`src/rtl/delqa_pkg.sv`:
```
// rtl/delqa_pkg.sv - shared constants and types for the DMA scheduler
// Purpose: channel indices, transfer direction encoding and scheduler FSM states.
// Ports: none (package).
package delqa_pkg;

  localparam int         NCH       = 3;
  localparam logic [1:0] CH_BDL    = 2'd0;
  localparam logic [1:0] CH_RX     = 2'd1;
  localparam logic [1:0] CH_TX     = 2'd2;
  localparam logic       DIR_TOMEM = 1'b1;

  typedef enum logic [2:0] {
    ST_IDLE,
    ST_PICK,
    ST_CMD,
    ST_RUN,
    ST_POST
  } state_t;

endpackage

```
`src/rtl/dma_rr_pick.sv`:
```
// rtl/dma_rr_pick.sv - channel winner select: fixed BDL priority, RX/TX round robin
// Purpose: chooses which active channel gets the next engine burst.
// Ports:
//   i_act  in  3  channels eligible for a burst ([0]=BDL [1]=RX [2]=TX)
//   i_ptr  in  2  preferred channel when RX and TX are both eligible
//   o_win  out 2  winning channel index
//   o_vld  out 1  at least one channel eligible
module dma_rr_pick
  import delqa_pkg::*;
(
  input  logic [NCH-1:0] i_act,
  input  logic [1:0]     i_ptr,
  output logic [1:0]     o_win,
  output logic           o_vld
);

  always_comb begin
    o_vld = |i_act;
    o_win = CH_BDL;
    if (i_act[CH_BDL]) begin
      o_win = CH_BDL;
    end else if (i_act[CH_RX] && i_act[CH_TX]) begin
      o_win = i_ptr;
    end else if (i_act[CH_RX]) begin
      o_win = CH_RX;
    end else if (i_act[CH_TX]) begin
      o_win = CH_TX;
    end
  end

endmodule

```
`src/rtl/dma_sched.sv`:
```
// rtl/dma_sched.sv - burst scheduler sharing one DMA engine between BDL, RX and TX
// Purpose: holds a context per channel, splits transfers into bursts of at most
//   BURST words and re-arbitrates after every burst so RX is never starved by TX.
// Ports:
//   clk_i, rst_i                  clock, async active-high reset
//   req_i/badr_i/ladr_i/len_i/dir_i  per-channel request level and transfer context
//   acc_o/done_o/err_o            per-channel 1-cycle accept/complete/abort pulses
//   eng_start_o..eng_dir_o        engine command (strobe, addresses, length, direction)
//   eng_done_i/eng_err_i          engine completion pulse and its error qualifier
//   rxmode_o/txmode_o             RX/TX channel currently owns the engine
//   busy_o                        any channel active
module dma_sched
  import delqa_pkg::*;
#(
  parameter int BURST = 16,
  parameter int LENW  = 12
) (
  input  logic                clk_i,
  input  logic                rst_i,
  input  logic [2:0]          req_i,
  input  logic [62:0]         badr_i,
  input  logic [44:0]         ladr_i,
  input  logic [3*LENW-1:0]   len_i,
  input  logic [2:0]          dir_i,
  output logic [2:0]          acc_o,
  output logic [2:0]          done_o,
  output logic [2:0]          err_o,
  output logic                eng_start_o,
  output logic [20:0]         eng_badr_o,
  output logic [14:0]         eng_ladr_o,
  output logic [8:0]          eng_len_o,
  output logic                eng_dir_o,
  input  logic                eng_done_i,
  input  logic                eng_err_i,
  output logic                rxmode_o,
  output logic                txmode_o,
  output logic                busy_o
);

  localparam logic [LENW-1:0] BURST_W = LENW'(BURST);

  state_t          r_state;
  state_t          w_state_nxt;
  logic [20:0]     r_badr [NCH];
  logic [14:0]     r_ladr [NCH];
  logic [LENW-1:0] r_rem  [NCH];
  logic [NCH-1:0]  r_dir;
  logic [NCH-1:0]  r_act;
  logic [NCH-1:0]  r_nul;     // accepted with len=0: completes next cycle, never scheduled
  logic [NCH-1:0]  r_acc;
  logic [NCH-1:0]  r_done;
  logic [NCH-1:0]  r_err;
  logic [1:0]      r_own;
  logic [1:0]      r_ptr;
  logic            r_eerr;    // error qualifier captured with eng_done_i, consumed in POST

  logic [NCH-1:0]  w_acc_en;
  logic [NCH-1:0]  w_sched;
  logic [NCH-1:0]  w_own_oh;
  logic [NCH-1:0]  w_fin_oh;
  logic [1:0]      w_win;
  logic            w_vld;
  logic [LENW-1:0] w_rem_own;
  logic [LENW-1:0] w_seg;
  logic            w_last;
  logic            w_post;
  logic            w_eng;

  assign w_acc_en  = req_i & ~r_act;
  assign w_sched   = r_act & ~r_nul;
  assign w_own_oh  = 3'b001 << r_own;
  assign w_rem_own = r_rem[r_own];
  assign w_seg     = (w_rem_own < BURST_W) ? w_rem_own : BURST_W;
  assign w_last    = (w_rem_own == w_seg);
  assign w_post    = (r_state == ST_POST);
  assign w_fin_oh  = (w_post && (r_eerr || w_last)) ? w_own_oh : '0;
  assign w_eng     = (r_state == ST_CMD) || (r_state == ST_RUN) || (r_state == ST_POST);

  dma_rr_pick u_pick (
    .i_act (w_sched),
    .i_ptr (r_ptr),
    .o_win (w_win),
    .o_vld (w_vld)
  );

  always_ff @(posedge clk_i or posedge rst_i) begin
    if (rst_i) begin
      r_state <= ST_IDLE;
    end else begin
      r_state <= w_state_nxt;
    end
  end

  always_comb begin
    w_state_nxt = r_state;
    eng_start_o = 1'b0;
    unique case (r_state)
      ST_IDLE: if (|w_sched) w_state_nxt = ST_PICK;
      ST_PICK: w_state_nxt = w_vld ? ST_CMD : ST_IDLE;
      ST_CMD: begin
        eng_start_o = 1'b1;
        w_state_nxt = ST_RUN;
      end
      ST_RUN:  if (eng_done_i) w_state_nxt = ST_POST;
      // a channel finishing in this POST must not keep the FSM out of IDLE
      ST_POST: w_state_nxt = (|(w_sched & ~w_fin_oh)) ? ST_PICK : ST_IDLE;
      default: w_state_nxt = ST_IDLE;
    endcase
  end

  always_ff @(posedge clk_i or posedge rst_i) begin
    if (rst_i) begin
      for (int k = 0; k < NCH; k++) begin
        r_badr[k] <= '0;
        r_ladr[k] <= '0;
        r_rem[k]  <= '0;
      end
      r_dir  <= '0;
      r_act  <= '0;
      r_nul  <= '0;
      r_acc  <= '0;
      r_done <= '0;
      r_err  <= '0;
      r_own  <= CH_BDL;
      r_ptr  <= CH_RX;
      r_eerr <= 1'b0;
    end else begin
      r_acc <= w_acc_en;
      for (int k = 0; k < NCH; k++) begin
        r_done[k] <= r_nul[k] | (w_post & ~r_eerr & w_last & w_own_oh[k]);
        r_err[k]  <= w_post & r_eerr & w_own_oh[k];
        if (r_nul[k]) begin
          r_act[k] <= 1'b0;
          r_nul[k] <= 1'b0;
        end else if (w_acc_en[k]) begin
          r_badr[k] <= badr_i[k*21 +: 21];
          r_ladr[k] <= ladr_i[k*15 +: 15];
          r_rem[k]  <= len_i[k*LENW +: LENW];
          r_dir[k]  <= dir_i[k];
          r_act[k]  <= 1'b1;
          r_nul[k]  <= (len_i[k*LENW +: LENW] == '0);
        end else if (w_post && w_own_oh[k]) begin
          if (r_eerr) begin
            r_rem[k] <= '0;
            r_act[k] <= 1'b0;
          end else begin
            r_badr[k] <= r_badr[k] + 21'(w_seg);
            r_ladr[k] <= r_ladr[k] + 15'(w_seg);
            r_rem[k]  <= r_rem[k] - w_seg;
            if (w_last) r_act[k] <= 1'b0;
          end
        end
      end
      if (r_state == ST_PICK) r_own <= w_win;
      if (r_state == ST_RUN && eng_done_i) r_eerr <= eng_err_i;
      // round robin moves on only once a burst has actually finished
      if (w_post) begin
        if (r_own == CH_RX) r_ptr <= CH_TX;
        else if (r_own == CH_TX) r_ptr <= CH_RX;
      end
    end
  end

  assign acc_o      = r_acc;
  assign done_o     = r_done;
  assign err_o      = r_err;
  assign busy_o     = |r_act;
  assign eng_badr_o = w_eng ? r_badr[r_own] : '0;
  assign eng_ladr_o = w_eng ? r_ladr[r_own] : '0;
  assign eng_len_o  = w_eng ? 9'(w_seg) : '0;
  assign eng_dir_o  = w_eng & (r_dir[r_own] == DIR_TOMEM);
  assign rxmode_o   = w_eng & (r_own == CH_RX);
  assign txmode_o   = w_eng & (r_own == CH_TX);

endmodule

```
`config.mk`:
```
export PLATFORM = sky130hd
export DESIGN_NAME = dma_sched
export DESIGN_NICKNAME = d
export VERILOG_FILES = /design/src/rtl/delqa_pkg.sv /design/src/rtl/dma_rr_pick.sv /design/src/rtl/dma_sched.sv
export SDC_FILE = /design/constraint.sdc
export NUM_CORES = 1
export LEC_CHECK = 0
export CAP_MARGIN = 10
export CORE_UTILIZATION = 56
export CTS_CLUSTER_SIZE = 10
export DETAILED_ROUTE_END_ITERATION = 8
export GPL_ROUTABILITY_DRIVEN = 0
export PLACE_DENSITY = 0.85
export SYNTH_ARGS = -nofsm -noshare
export SYNTH_HDL_FRONTEND = slang
export SYNTH_SLANG_ARGS = --single-unit
```
`constraint.sdc`:
```
create_clock -name clk_i -period 7.27 [get_ports clk_i]
set_clock_uncertainty 0.15 [all_clocks]
set_input_delay 1.454 -clock clk_i [delete_from_list [all_inputs] [get_ports clk_i]]
set_output_delay 1.454 -clock clk_i [all_outputs]
set_load 0.02 [all_outputs]
```
==> results of run 1 <==
## path summary, 6_finish.rpt
kind	startpoint	end	slack, ps
hold / removal	r_ptr[0]	r_ptr[0]	340
hold reg to reg	r_ptr[0]	r_ptr[0]	340
max in group asynchronous	rst_i	r_own[1]	4300
setup / recovery	r_own[0]	r_ladr[29]	1340
setup reg to reg	r_own[0]	r_ladr[29]	1340
min in group asynchronous	rst_i	acc_o[2]	1340
## critical path, delay by kind of cell, from the launching register on
family / cells / cell delay [ps]
fa+ha+maj: 2 / 760
simple gates: 6 / 1890
buf+inv: 3 / 650
flops: 1 / 600
compound gates: 6 / 1770
## sequential cells by signal (all words and copies together) (netlist names)
register  cells
r_ptr         2
err_o         3
r_rem        36
r_own         2
done_o        3
r_act         3
acc_o         3
r_nul         3
r_eerr        1
r_ladr       45
r_badr       63
r_state       3
r_dir         3
## cell type report
type,count,area [um^2]
Sequential cell,170,4258
Multi-Input combinational cell,1541,9748
Tap cell,330,412.9
Inverter,47,182.7
Timing Repair Buffer,223,2195
Clock buffer,24,461.7
Fill cell,2046,7752
Clock inverter,8,98.84
## per-layer routing
metal / track usage, % / vias to the layer above
li1: - / 6941
met1: 44.10 / 7046
met2: 55.85 / 813
met3: 6.895 / 202
met4: 23.33 / 0
met5: 0 / -
## where the power goes
part	switching [mW]	total (mW)	internal (mW)	leakage, nW
combinational	1.32	2.27	0.950	5.22
sequential	0.191	1.30	1.11	2.03
clock	0.395	0.910	0.515	0.268
## stage by stage
stage	utilization, %	total power, mW	worst slack (ps)	instances	hold WS, ps
after floorplan	-	2.787	1064	1846	300.4
final	69.13	4.481	1345	2343	336.0
after global routing	69.13	4.737	950.0	2343	375.9
after CTS	69.13	4.416	1459	2343	333.4
after global placement	66.89	3.439	1724	2311	313.6
after detailed placement	66.89	3.501	1472	2311	326.2
## cells by family (layout without fill, tap and decap cells)
| kind of cell | Yosys count | after routing | synth area share [%] |
|---|---|---|---|
| mux | 61 | 61 | 4.300 |
| xor+xnor | 53 | 53 | 3.242 |
| other cells | 2 | 64 | 0.05245 |
| fa+ha+maj | 117 | 117 | 10.70 |
| flops | 170 | 170 | 29.72 |
| buf+inv | 135 | 302 | 3.950 |
| simple gates | 653 | 653 | 21.40 |
| compound gates | 593 | 593 | 26.64 |
## Yosys cell counts (all sizes together) (44+ instances only)
master / count / area, um^2
o21ai: 125 / 625.6
mux2i: 57 / 570.6
a31oi: 54 / 344.1
nor3: 44 / 220.2
ha: 108 / 1351
inv: 45 / 168.9
dfrtp: 169 / 4229
nand2: 158 / 605.6
clkbuf: 54 / 202.7
nand3: 56 / 280.3
a21oi: 180 / 919.6
nor2: 235 / 899.6
==> impl_metrics.env, run 1 <==
export IMPL_status="complete, no violations"
export IMPL_layout_drive_gt1_share_pct=4.123
export IMPL_cp_end_kind="flop"
export IMPL_grt_pass1_wl_um=72910
export IMPL_cp_required_ps=7440
export IMPL_synth_area_mm2=0.01432
export IMPL_cap_violations=0
export IMPL_timing_fmax_mhz=168.8
export IMPL_cts_hold_buf=0
export IMPL_cts_buffer_depth=2
export IMPL_vias=15000
export IMPL_leakage_nw=7.513
export IMPL_pin_count=213
export IMPL_crit_path_cell_trace="clkinv_2, nand2_1, o41ai_1, nand2_1, nor2_2, inv_2, nor2_1, ha_1, inv_1, fa_1, nor2b_1, o21a_1, o21ai_0, a211o_1, a31oi_1, nor2_1, a211o_1"
export IMPL_reg2reg_depth=17
export IMPL_cts_setup_buffers=0
export IMPL_start_util_pct=57.02
export IMPL_drv_slew=0
export IMPL_grt_max_degree=73
export IMPL_areaGrowthSynthToFinish_pct=21.23
export IMPL_die_w_um=161.9
export IMPL_port_buffers=208
export IMPL_dieArea_mm2=0.02621
export IMPL_avgSynthCellArea_um2=8.025
export IMPL_tightest_slew_ps=1161
export IMPL_start_kind="flop"
export IMPL_drtAntennaViolNets=0
export IMPL_hold_depth=2
export IMPL_ys_types=81
export IMPL_avgViaCountPerCell=6.403
export IMPL_fin_area_mm2=0.01736
export IMPL_synth_edf_count=0
export IMPL_grt_pass1_vias=14190
export IMPL_synth_main_ff_cell="dfrtp_1"
export IMPL_top_layer="met4"
export IMPL_htreeDepth=4
export IMPL_ys_seq_area_share_pct=29.72
export IMPL_dp_hpwl_um=34440
export IMPL_netlist_instances=1784
export IMPL_final_common_cell="nor2_1"
export IMPL_path_clk_slew_ps=70
export IMPL_period_minus_slack_ps=5925
export IMPL_wirelength_um=46430
export IMPL_root_buffer="clkbuf_16"
export IMPL_slew_headroom_pct=22.29
export IMPL_place_area_mm2=0.01680
export IMPL_finalCritPeriodShare_pct=81.50
export IMPL_hp_class="flop to flop"
export IMPL_crit_type="flop to flop"
export IMPL_yosys_warnings=0
export IMPL_numCtsBuffers=17
export IMPL_clk_latency_ps=440
export IMPL_dr_wl_met2_um=21220
export IMPL_setup_viol=0
export IMPL_num_rows=58
export IMPL_cpMaxStageDelayCell="nor2_1"
export IMPL_antenna_found_initial=0
export IMPL_met3_length_um=4041
export IMPL_final_cell_mix="nor2_1 (232), clkdlybuf4s50_1 (208), a21oi_1 (176), dfrtp_1 (167), nand2_1 (153)"
export IMPL_first_pass_iters=9
export IMPL_cts_resized=0
export IMPL_crit_arrival_ps=6100
export IMPL_cts_tree="done"
export IMPL_finalSetupTns_ps=0
export IMPL_yosys_register_bits=170
export IMPL_fp_dieH_um=161.9
export IMPL_drtIter0Drc=1521
export IMPL_fp_coreArea_mm2=0.02511
export IMPL_ys_async_sr_fraction_pct=100.0
export IMPL_slowest_delay_ps=920
export IMPL_p_per_area_mw_per_mm2=258.2
export IMPL_rsz0062_at_grt="false"
export IMPL_routedLengthMet1_um=18010
export IMPL_hold_violations=0
export IMPL_post_drt_wl_per_cell_um=19.82
export IMPL_cp_max_fo=27
export IMPL_final_net_count=2271
export IMPL_antenna_cells=0
export IMPL_grt_usage_pct=35.37
export IMPL_grt_overflow=0
export IMPL_drt_drc_violations_left=0
export IMPL_ir_drop_uv=271.8
export IMPL_cts_num_sinks=170
Note: power is estimated with default switching activity, not from simulation.
==> run 2, diff against run 1 <==
clock period = 5.96 ns   (was 7.27 ns; I/O delays follow)
==> impl_metrics.env, run 2 (synthesis results as in run 1) <==
export IMPL_status="complete, no violations"
export IMPL_setup_viol=0
export IMPL_antenna_cells=0
export IMPL_grt_overflow=0
export IMPL_final_net_count=2273
export IMPL_r2r_start="r_own[0]"
export IMPL_rsz0062_at_grt="false"
export IMPL_drv_slew=0
export IMPL_cap_violations=0
export IMPL_cp_max_fo=12
export IMPL_final_cell_mix="nor2_1 (232), clkdlybuf4s50_1 (208), a21oi_1 (176), dfrtp_1 (167), nand2_1 (153)"
export IMPL_r2r_end="r_ladr[12]"
export IMPL_grt_usage_pct=36.17
export IMPL_grt_max_degree=100
export IMPL_root_buffer="clkbuf_16"
export IMPL_nFillCells=2016
export IMPL_drt_drc_violations_left=0
export IMPL_start_kind="flop"
export IMPL_cp_endpoint="r_ladr[12]"
export IMPL_cts_setup_buffers=0
export IMPL_leakage_nw=7.542
export IMPL_path_common_cell="o21ai_0"
export IMPL_dp_cells=2313
export IMPL_utilization_pct=69.33
export IMPL_tightest_slew_ps=1156
export IMPL_wirelength_um=47700
export IMPL_cts_tree="done"
export IMPL_timing_critical_path_buf_inv=3
export IMPL_areaGrowthSynthToFinish_pct=21.58
export IMPL_cts_resized=0
export IMPL_p_per_area_mw_per_mm2=319.9
export IMPL_fin_cells=2345
export IMPL_fp_dieH_um=161.9
export IMPL_pin_count=213
export IMPL_seq_area_mm2=0.004258
export IMPL_drtIter0Drc=1753
export IMPL_path_clk_slew_ps=70
export IMPL_final_common_cell="nor2_1"
export IMPL_cp_end_kind="flop"
export IMPL_die_w_um=161.9
export IMPL_multi_input_area_mm2=0.009748
export IMPL_hp_class="flop to flop"
export IMPL_numCtsBuffers=17
export IMPL_cp_num_cells=18
export IMPL_ir_drop_uv=330.3
export IMPL_startpoint="r_own[0]"
export IMPL_hold_violations=0
export IMPL_cp_required_ps=6140
export IMPL_dp_hpwl_um=34690
export IMPL_drtAntennaViolNets=0
export IMPL_htreeDepth=4
export IMPL_vias=15290
export IMPL_fp_coreArea_mm2=0.02511
export IMPL_first_pass_iters=7
export IMPL_critical_path_top_delay_family="simple AND/OR/NAND/NOR gates"
export IMPL_cpMaxStageDelayCell="dfrtp_2"
export IMPL_dieArea_mm2=0.02621
export IMPL_finalCritPeriodShare_pct=86.86
export IMPL_period_minus_slack_ps=5177
export IMPL_clk_latency_ps=440
export IMPL_crit_type="flop to flop"
export IMPL_cts_num_sinks=170
export IMPL_timing_fmax_mhz=193.2
export IMPL_crit_path_cell_trace="nor4b_1, o22ai_1, o41ai_1, nand2_1, nor2_2, inv_2, nor2_1, buf_4, ha_1, inv_1, fa_1, nor2b_1, o21ai_0, a21boi_0, o21ai_0, o21a_1, and3_1, a211o_1"
export IMPL_largest_reg_flops=63
export IMPL_crit_arrival_ps=5360
export IMPL_grt_pass1_wl_um=74510
export IMPL_avgViaCountPerCell=6.521
export IMPL_cts_hold_buf=0
export IMPL_port_buffers=208
export IMPL_reg2reg_depth=18
export IMPL_slew_headroom_pct=22.75
export IMPL_grt_pass1_vias=14470
export IMPL_r2r_slack_ps=780
export IMPL_largest_register="r_badr"
export IMPL_num_rows=58
export IMPL_largestRegisters="r_badr: 63 flops, r_ladr: 45 flops, r_rem: 36 flops"
export IMPL_post_drt_wl_per_cell_um=20.34
export IMPL_cts_buffer_depth=2
export IMPL_antenna_found_initial=0
export IMPL_slowest_delay_ps=540
export IMPL_start_util_pct=57.02
export IMPL_layout_drive_gt1_share_pct=4.367
export IMPL_finalSetupTns_ps=0
export IMPL_power_total_mw=5.569
==> run 2: cell type report <==
class                   instances  share of cell area [%]
multi-input cells            1541                   56.00
clock inverters                11                  0.8409
repair buffers                225                   12.69
flip-flops and latches        170                   24.46
inverters                      47                   1.049
well taps                     330                   2.372
clock buffers                  21                   2.588
==> run 2: through the flow <==
step	setup slack, ps	cell area, um^2	hold WS (ps)
final	783.2	17410	365.1
after CTS	903.8	17410	352.1
after global placement	1084	16810	325.9
after detailed placement	957.8	16810	332.0
after floorplan	16.22	14550	300.4
after global routing	433.4	17410	373.5
==> run 2: worst min-delay path by stage <==
stage,slack [ps],end,cells past startpoint,from
2_1_floorplan,300,r_ptr[1],2,r_ptr[1]
5_1_grt,370,r_ptr[0],2,r_ptr[0]
3_5_place_dp,330,r_ptr[0],2,r_ptr[0]
4_1_cts,350,r_ptr[0],2,r_ptr[0]
3_3_place_gp,330,r_ptr[0],2,r_ptr[0]
6_report,370,r_badr[46],2,r_badr[46]
==> run 2: metal layers <==
layer / part of all wire (%) / up-vias / global-route usage, %
met2: 45 / 919 / 56.50
met1: 38 / 7197 / 44.83
met5: 0 / - / 0
met4: 7.5 / 0 / 26.46
met3: 9.1 / 219 / 6.742
li1: - / 6956 / -
==> run 2: tightest hold or removal path, cell delays in order (launching register included) <==
cell and delay (ps):
dfrtp_1 370, nand2_1 50, o21ai_0 60
==> run 2: where the power goes <==
| group | leakage (nW) | internal, mW | switching (mW) |
|---|---|---|---|
| clock network | 0.287 | 0.672 | 0.514 |
| logic | 5.23 | 1.16 | 1.63 |
| registers | 2.03 | 1.35 | 0.235 |
